## src/rtl/uart_pkg.sv

```systemverilog
// Shared types for the byte-level UART link: FSM state encoding and
// baud-divider derivation used by both transmitter and receiver.
package uart_pkg;

   typedef enum logic [1:0] {
      IDLE,
      START,
      DATA,
      STOP
   } uart_state_e;

   // Integer division is intentional: the baud error is absorbed by
   // sampling at bit centres.
   function automatic int clks_per_bit(input int clk_freq, input int baud);
      return clk_freq / baud;
   endfunction

endpackage

```

## src/rtl/uart_if.sv

```systemverilog
// Byte/serial signal bundle between the transceiver control layer and uart_core.
interface uart_if;

   logic [7:0] data_in;
   logic       wr_en;
   logic       Tx;
   logic       Tx_busy;
   logic       Rx;
   logic       Rx_ready;
   logic [7:0] data_out;

   modport master (
      output data_in, wr_en, Rx,
      input  Tx, Tx_busy, Rx_ready, data_out
   );

   modport slave (
      input  data_in, wr_en, Rx,
      output Tx, Tx_busy, Rx_ready, data_out
   );

endinterface

```

## src/rtl/uart_rx.sv

```systemverilog
// 8N1 receiver with 2-flop input synchronizer, mid-bit sampling, glitch
// rejection on the start bit and framing-error discard.
module uart_rx
   import uart_pkg::*;
#(
   parameter int CLKS_PER_BIT = 434
) (
   input  logic       clk,
   input  logic       rst_n,
   input  logic       rx,
   output logic       rx_ready,
   output logic [7:0] data_out
);

   localparam int                CNT_W     = $clog2(CLKS_PER_BIT);
   localparam logic [CNT_W-1:0]  CNT_LAST  = CNT_W'(CLKS_PER_BIT - 1);
   localparam logic [CNT_W-1:0]  HALF_LAST = CNT_W'(CLKS_PER_BIT / 2 - 1);

   uart_state_e      state;
   logic [CNT_W-1:0] cnt;
   logic [2:0]       bit_idx;
   logic [7:0]       shreg;
   logic             rx_s1;
   logic             rx_s2;
   logic             ferr;
   logic             bit_end;

   assign bit_end = (cnt == CNT_LAST);

   always_ff @(posedge clk) begin
      if (state == DATA && bit_end)
         shreg <= {rx_s2, shreg[7:1]};
   end

   always_ff @(posedge clk or negedge rst_n) begin
      if (!rst_n) begin
         // Synchronizer resets to the idle line level to avoid a false start
         rx_s1    <= 1'b1;
         rx_s2    <= 1'b1;
         state    <= IDLE;
         cnt      <= '0;
         bit_idx  <= '0;
         ferr     <= 1'b0;
         rx_ready <= 1'b0;
         data_out <= 8'h00;
      end else begin
         rx_s1    <= rx;
         rx_s2    <= rx_s1;
         rx_ready <= 1'b0;
         case (state)
            IDLE: begin
               if (!rx_s2) begin
                  cnt   <= '0;
                  state <= START;
               end
            end
            START: begin
               if (cnt == HALF_LAST) begin
                  cnt     <= '0;
                  bit_idx <= '0;
                  state   <= rx_s2 ? IDLE : DATA;
               end else begin
                  cnt <= cnt + 1'b1;
               end
            end
            DATA: begin
               if (bit_end) begin
                  cnt     <= '0;
                  bit_idx <= bit_idx + 1'b1;
                  if (bit_idx == 3'd7)
                     state <= STOP;
               end else begin
                  cnt <= cnt + 1'b1;
               end
            end
            STOP: begin
               if (ferr) begin
                  // Framing error: hold off until the line returns high
                  if (rx_s2) begin
                     ferr  <= 1'b0;
                     state <= IDLE;
                  end
               end else if (bit_end) begin
                  cnt <= '0;
                  if (rx_s2) begin
                     data_out <= shreg;
                     rx_ready <= 1'b1;
                     state    <= IDLE;
                  end else begin
                     ferr <= 1'b1;
                  end
               end else begin
                  cnt <= cnt + 1'b1;
               end
            end
            default: state <= IDLE;
         endcase
      end
   end

endmodule

```

## src/rtl/uart_tx.sv

```systemverilog
// 8N1 transmitter: active-low level-sensitive write request, back-to-back
// frames while the request stays low.
module uart_tx
   import uart_pkg::*;
#(
   parameter int CLKS_PER_BIT = 434
) (
   input  logic       clk,
   input  logic       rst_n,
   input  logic [7:0] data_in,
   input  logic       wr_en,
   output logic       tx,
   output logic       tx_busy
);

   localparam int                CNT_W    = $clog2(CLKS_PER_BIT);
   localparam logic [CNT_W-1:0]  CNT_LAST = CNT_W'(CLKS_PER_BIT - 1);

   uart_state_e      state;
   logic [CNT_W-1:0] cnt;
   logic [2:0]       bit_idx;
   logic [7:0]       shreg;
   logic             bit_end;
   logic             load;
   logic             shift;

   assign bit_end = (cnt == CNT_LAST);
   // A new frame may start from IDLE or straight out of STOP, giving no idle gap.
   assign load    = !wr_en && ((state == IDLE) || (state == STOP && bit_end));
   assign shift   = (state == DATA) && bit_end;

   always_ff @(posedge clk) begin
      if (load)
         shreg <= data_in;
      else if (shift)
         shreg <= shreg >> 1;
   end

   always_ff @(posedge clk or negedge rst_n) begin
      if (!rst_n) begin
         state   <= IDLE;
         cnt     <= '0;
         bit_idx <= '0;
         tx      <= 1'b1;
         tx_busy <= 1'b0;
      end else begin
         case (state)
            IDLE: begin
               if (!wr_en) begin
                  tx      <= 1'b0;
                  tx_busy <= 1'b1;
                  cnt     <= '0;
                  state   <= START;
               end
            end
            START: begin
               if (bit_end) begin
                  cnt     <= '0;
                  bit_idx <= '0;
                  tx      <= shreg[0];
                  state   <= DATA;
               end else begin
                  cnt <= cnt + 1'b1;
               end
            end
            DATA: begin
               if (bit_end) begin
                  cnt <= '0;
                  if (bit_idx == 3'd7) begin
                     tx    <= 1'b1;
                     state <= STOP;
                  end else begin
                     // shreg shifts on this same edge, so bit 1 is the next one out
                     tx      <= shreg[1];
                     bit_idx <= bit_idx + 1'b1;
                  end
               end else begin
                  cnt <= cnt + 1'b1;
               end
            end
            STOP: begin
               if (bit_end) begin
                  cnt <= '0;
                  if (!wr_en) begin
                     tx    <= 1'b0;
                     state <= START;
                  end else begin
                     tx_busy <= 1'b0;
                     state   <= IDLE;
                  end
               end else begin
                  cnt <= cnt + 1'b1;
               end
            end
            default: state <= IDLE;
         endcase
      end
   end

endmodule

```

## src/rtl/uart_core.sv

```systemverilog
// Full-duplex 8N1 UART: independent transmitter and receiver sharing one
// clock and a fixed baud divider.
module uart_core
   import uart_pkg::*;
#(
   parameter int CLK_FREQ = 50_000_000,
   parameter int BAUD     = 115200
) (
   input logic clk,
   input logic rst_n,
   uart_if.slave bus
);

   localparam int CLKS_PER_BIT = clks_per_bit(CLK_FREQ, BAUD);

   uart_tx #(
      .CLKS_PER_BIT(CLKS_PER_BIT)
   ) u_tx (
      .clk     (clk),
      .rst_n   (rst_n),
      .data_in (bus.data_in),
      .wr_en   (bus.wr_en),
      .tx      (bus.Tx),
      .tx_busy (bus.Tx_busy)
   );

   uart_rx #(
      .CLKS_PER_BIT(CLKS_PER_BIT)
   ) u_rx (
      .clk      (clk),
      .rst_n    (rst_n),
      .rx       (bus.Rx),
      .rx_ready (bus.Rx_ready),
      .data_out (bus.data_out)
   );

endmodule

```

## src/flat_wrapper.sv

```systemverilog
// flat-port wrapper written by rule: the top's interface ports become plain ports
module uart_core_flat import uart_pkg::*;
#(
   parameter int CLK_FREQ = 50_000_000,
   parameter int BAUD     = 115200
)
  (clk, rst_n, bus_data_in, bus_wr_en, bus_Rx, bus_Tx, bus_Tx_busy, bus_Rx_ready, bus_data_out);
  uart_if bus_i ();
  input logic clk;
  input logic rst_n;
  input wire logic [$bits(bus_i.data_in)-1:0] bus_data_in;
  input wire logic [$bits(bus_i.wr_en)-1:0] bus_wr_en;
  input wire logic [$bits(bus_i.Rx)-1:0] bus_Rx;
  output wire logic [$bits(bus_i.Tx)-1:0] bus_Tx;
  output wire logic [$bits(bus_i.Tx_busy)-1:0] bus_Tx_busy;
  output wire logic [$bits(bus_i.Rx_ready)-1:0] bus_Rx_ready;
  output wire logic [$bits(bus_i.data_out)-1:0] bus_data_out;
  assign bus_i.data_in = bus_data_in;
  assign bus_i.wr_en = bus_wr_en;
  assign bus_i.Rx = bus_Rx;
  assign bus_Tx = bus_i.Tx;
  assign bus_Tx_busy = bus_i.Tx_busy;
  assign bus_Rx_ready = bus_i.Rx_ready;
  assign bus_data_out = bus_i.data_out;
  uart_core #(.CLK_FREQ(CLK_FREQ), .BAUD(BAUD)) u_core (.clk(clk), .rst_n(rst_n), .bus(bus_i));
endmodule
```

## config.mk

```make
export PLATFORM = sky130hd
export DESIGN_NAME = uart_core_flat
export DESIGN_NICKNAME = d
export VERILOG_FILES = /design/src/rtl/uart_pkg.sv /design/src/rtl/uart_if.sv /design/src/rtl/uart_rx.sv /design/src/rtl/uart_tx.sv /design/src/rtl/uart_core.sv /design/src/flat_wrapper.sv
export SDC_FILE = /design/constraint.sdc
export NUM_CORES = 1
export LEC_CHECK = 0
export CAP_MARGIN = 0
export CORE_MARGIN = 8
export CORE_UTILIZATION = 29
export CTS_CLUSTER_DIAMETER = 50
export CTS_CLUSTER_SIZE = 25
export DETAILED_ROUTE_END_ITERATION = 16
export PLACE_DENSITY = 0.52
export SETUP_SLACK_MARGIN = 0.3
export SLEW_MARGIN = 10
export SYNTH_ARGS = -nofsm -noshare
export SYNTH_HDL_FRONTEND = slang
export SYNTH_SLANG_ARGS = --single-unit
export TNS_END_PERCENT = 50
```

## constraint.sdc

```tcl
create_clock -name clk -period 3.2 [get_ports clk]
set_input_delay 0.48 -clock clk [delete_from_list [all_inputs] [get_ports clk]]
set_output_delay 0.48 -clock clk [all_outputs]
set_load 0.01 [all_outputs]
```

==> flow_summary.yaml <==
power_and_ir_drop:
  power.sequential.fraction_pct: 44.5
  p_per_cell_area_nw_per_um2: 583
  p_switching_mw: 0.624
  power.static_leakage_nw: 1.43
  cellInternalPower_mw: 1.42
  pwr-share-clk_pct: 33.5
  combinationalPowerShare_pct: 22.0
  vdd_ir_drop_max_v: 0.000221
  total_power_mw: 2.05
  swShare_pct: 30.5
yosys:
  leading_cell_types_by_count_after_synthesis: "dfrtp_1, o21ai_0, inv_1, mux2_2, edfxtp_1"
  syn_warnings: 0
  yosysSeqAreaShare_pct: 52.6
  synth_seq_cells: 58
  post-synth-top-count-cell: "dfrtp_1"
  synth_top_area_share_pct: 33.4
  synth.cell_area_sq_um: 2920
  avg_synthesized_cell_area_sq_um: 11.4
  synthDistinctLibCells: 49
  syn_inst: 255
  flip_flop_cell_with_the_highest_count_after_synthesis: "dfrtp_1"
  netlist.top_cell.by_area: "dfrtp_1"
  mappedNetlistNets: 281
  ys_top_cells_by_area: "dfrtp_1, edfxtp_1, mux2_2, ha_1, o21ai_0"
  async_flop_share_pct: 72.4
  synth_edf_count: 16
clock_network:
  cts_buffers: 9
  cts.reportedPaths.clkPinSlew_ps: 70
  clock_latency_ps: 340
  cts_max_level: 3
  clockRootBuffer: "clkbuf_8"
  cts.path.max_buffers: 2
  cts_sinks: 58
  post_cts.resized_instances: 0
  postCtsSetupRepairBufs: 0
  holdBufCountCts: 0
  cts_tree: "done"
timing:
  finalMaxSlewViolations: 0
  rsz_0062_raised_after_global_routing: "false"
  skew_ps: 11.1
  max_slew_margin_vs_limit_pct: 34.6
  final.period_utilization_pct: 67.5
  timing.final.crit_period_ps: 2160
  pin_slew_with_the_least_headroom_to_its_limit_ps: 981
  report.final.setup_viol: 0
  timing.setup.tns_ps: 0
  final_hold_viol_count: 0
  achievable-frequency_mhz: 463
run_status:
  run_status: "complete, no violations"
global_route:
  number_of_global_route_vias_before_repair: 2194
  globalRouteTotalUtil_pct: 9.81
  grt_pass1_wl_mm: 10.3
  grt_start_max_net_pins: 43
  antenna_violations_before_repair: 0
  overflow: 0
worst_setup_path:
  startpoint_type_of_the_worst_setup_path: "register"
  setup.worst_path.end_class: "register"
  worst-endpoint-required_ps: 3200
  worstSetupPathType: "register to register"
  worstPathMaxFanout: 9
  worstPathArrival_ps: 2160
routing:
  wire_per_inst_microns: 13.8
  drc: 0
  detail_route.iter0.violations: 88
  routed_wirelength_mm: 5.84
  drt_first_pass_iters: 4
  ant_nets: 0
  vias: 2071
  vias_per_cell: 4.88
die:
  placementRows: 36
  die_area_sq_um: 13500
  die_height_microns: 116
  boundaryPins: 23
  start_util_pct: 29.9
  die_w_microns: 116
  coreArea_sq_um: 9770
place:
  place_hpwl_mm: 3.95
  io_buf_count: 22
  gp_routability_congestion: 0.743
layout:
  fraction_of_final_layout_cells_sized_beyond_drive_strength_1_pct: 15.1
  layout.filler_cells: 962
  area_growth_syn_to_layout_pct: 20.1
  final_nets: 312
  n_antenna_cell: 0
job:
  drv_cap: 0
hold_path:
  hold_path_class: "input port to async pin"
## area by class of cell
type | count | area, sq um | area share, %
Clock buffer | 9 | 124 | 3.53
Clock inverter | 7 | 77.6 | 2.21
Inverter | 17 | 63.8 | 1.82
Multi-Input combinational cell | 175 | 1300 | 37.1
Sequential cell | 58 | 1540 | 43.8
Tap cell | 133 | 166 | 4.75
Timing Repair Buffer | 25 | 238 | 6.78
## power groups by stage
stage	Sequential, mW	Combinational, mW	Clock [mW]
after floorplan	0.904	0.342	0
after global placement	0.923	0.450	0
after detailed placement	0.926	0.453	0
after CTS	0.911	0.456	0.718
after global routing	0.921	0.519	0.755
final	0.909	0.450	0.686
## state kept, by name, indices dropped and copies added (netlist names), 2 cells and up, named ones only
signal,flops
u_core.u_rx.shreg,8
u_core.u_rx.cnt,9
u_core.u_tx.bit_idx,3
u_core.u_tx.cnt,9
u_core.u_rx.data_out,8
u_core.u_tx.shreg,8
u_core.u_rx.bit_idx,3
u_core.u_tx.state,2
## worst paths after layout
kind / from / endpoint / slack (ps) / cells past startpoint
setup / recovery: u_core.u_tx.cnt[1] / u_core.u_tx.shreg[5] / 1040 / 6
hold / removal: rst_n / u_core.u_rx.cnt[4] / 290 / 1
setup reg to reg: u_core.u_tx.cnt[1] / u_core.u_tx.shreg[5] / 1040 / 6
hold reg to reg: u_core.u_rx.rx_s1 / u_core.u_rx.rx_s2 / 360 / 0
max in group asynchronous: rst_n / u_core.u_rx.cnt[0] / 2290 / 1
min in group clk: u_core.u_rx.rx_s1 / u_core.u_rx.rx_s2 / 360 / 0
## cells by family (layout without fill, tap and decap cells)
family,after synthesis,after routing,synth area share [%]
flops,58,58,52.6
mux,19,19,7.24
xor+xnor,8,8,2.40
buf+inv,22,58,2.83
compound gates,63,63,14.6
fa+ha+maj,14,14,6.00
simple gates,71,71,14.4
## worst max-delay path: stages (launching register included)
cell      delay [ps]
dfrtp_1          410
inv_1             70
ha_1             150
nor4bb_1         360
a31oi_1          160
nor2_2           360
a21o_1           320
## layer usage
| layer | routed length (microns) | track usage [%] | vias to the layer above |
|---|---|---|---|
| met5 | 0 | 0 | - |
| met4 | 52 | 4.93 | 0 |
| met3 | 278 | 3.57 | 5 |
| met2 | 2770 | 14.4 | 31 |
| met1 | 2730 | 12.4 | 1024 |
| li1 | - | - | 1011 |
## placed cells by master, fill, tap and decap left out, types with 4 or more instances in the layout
| master | n |
|---|---|
| a31oi_1 | 5 |
| nor4_1 | 4 |
| clkdlybuf4s50_1 | 21 |
| edfxtp_1 | 16 |
| and2_1 | 10 |
| clkbuf_8 | 9 |
| o21ai_0 | 18 |
| a21oi_1 | 4 |
| mux2_2 | 17 |
| inv_1 | 17 |
| a22oi_1 | 5 |
| nand2_1 | 15 |
| nand4_1 | 5 |
| xor2_1 | 6 |
| nor2_1 | 12 |
| a22o_1 | 5 |
| o22ai_1 | 5 |
| ha_1 | 14 |
| dfrtp_1 | 39 |
| nand3_1 | 6 |
## stage by stage
stage	hold slack (ps)	worst slack [ps]	area (sq um)	cells	utilization, %
after detailed placement	349	1020	3300	408	33.8
after global placement	345	1020	3300	408	33.8
after CTS	334	1000	3510	424	35.9
after global routing	356	767	3510	424	35.9
after floorplan	184	922	2920	255	-
final	290	1040	3510	424	35.9
Power figures use the tool's default switching activity.
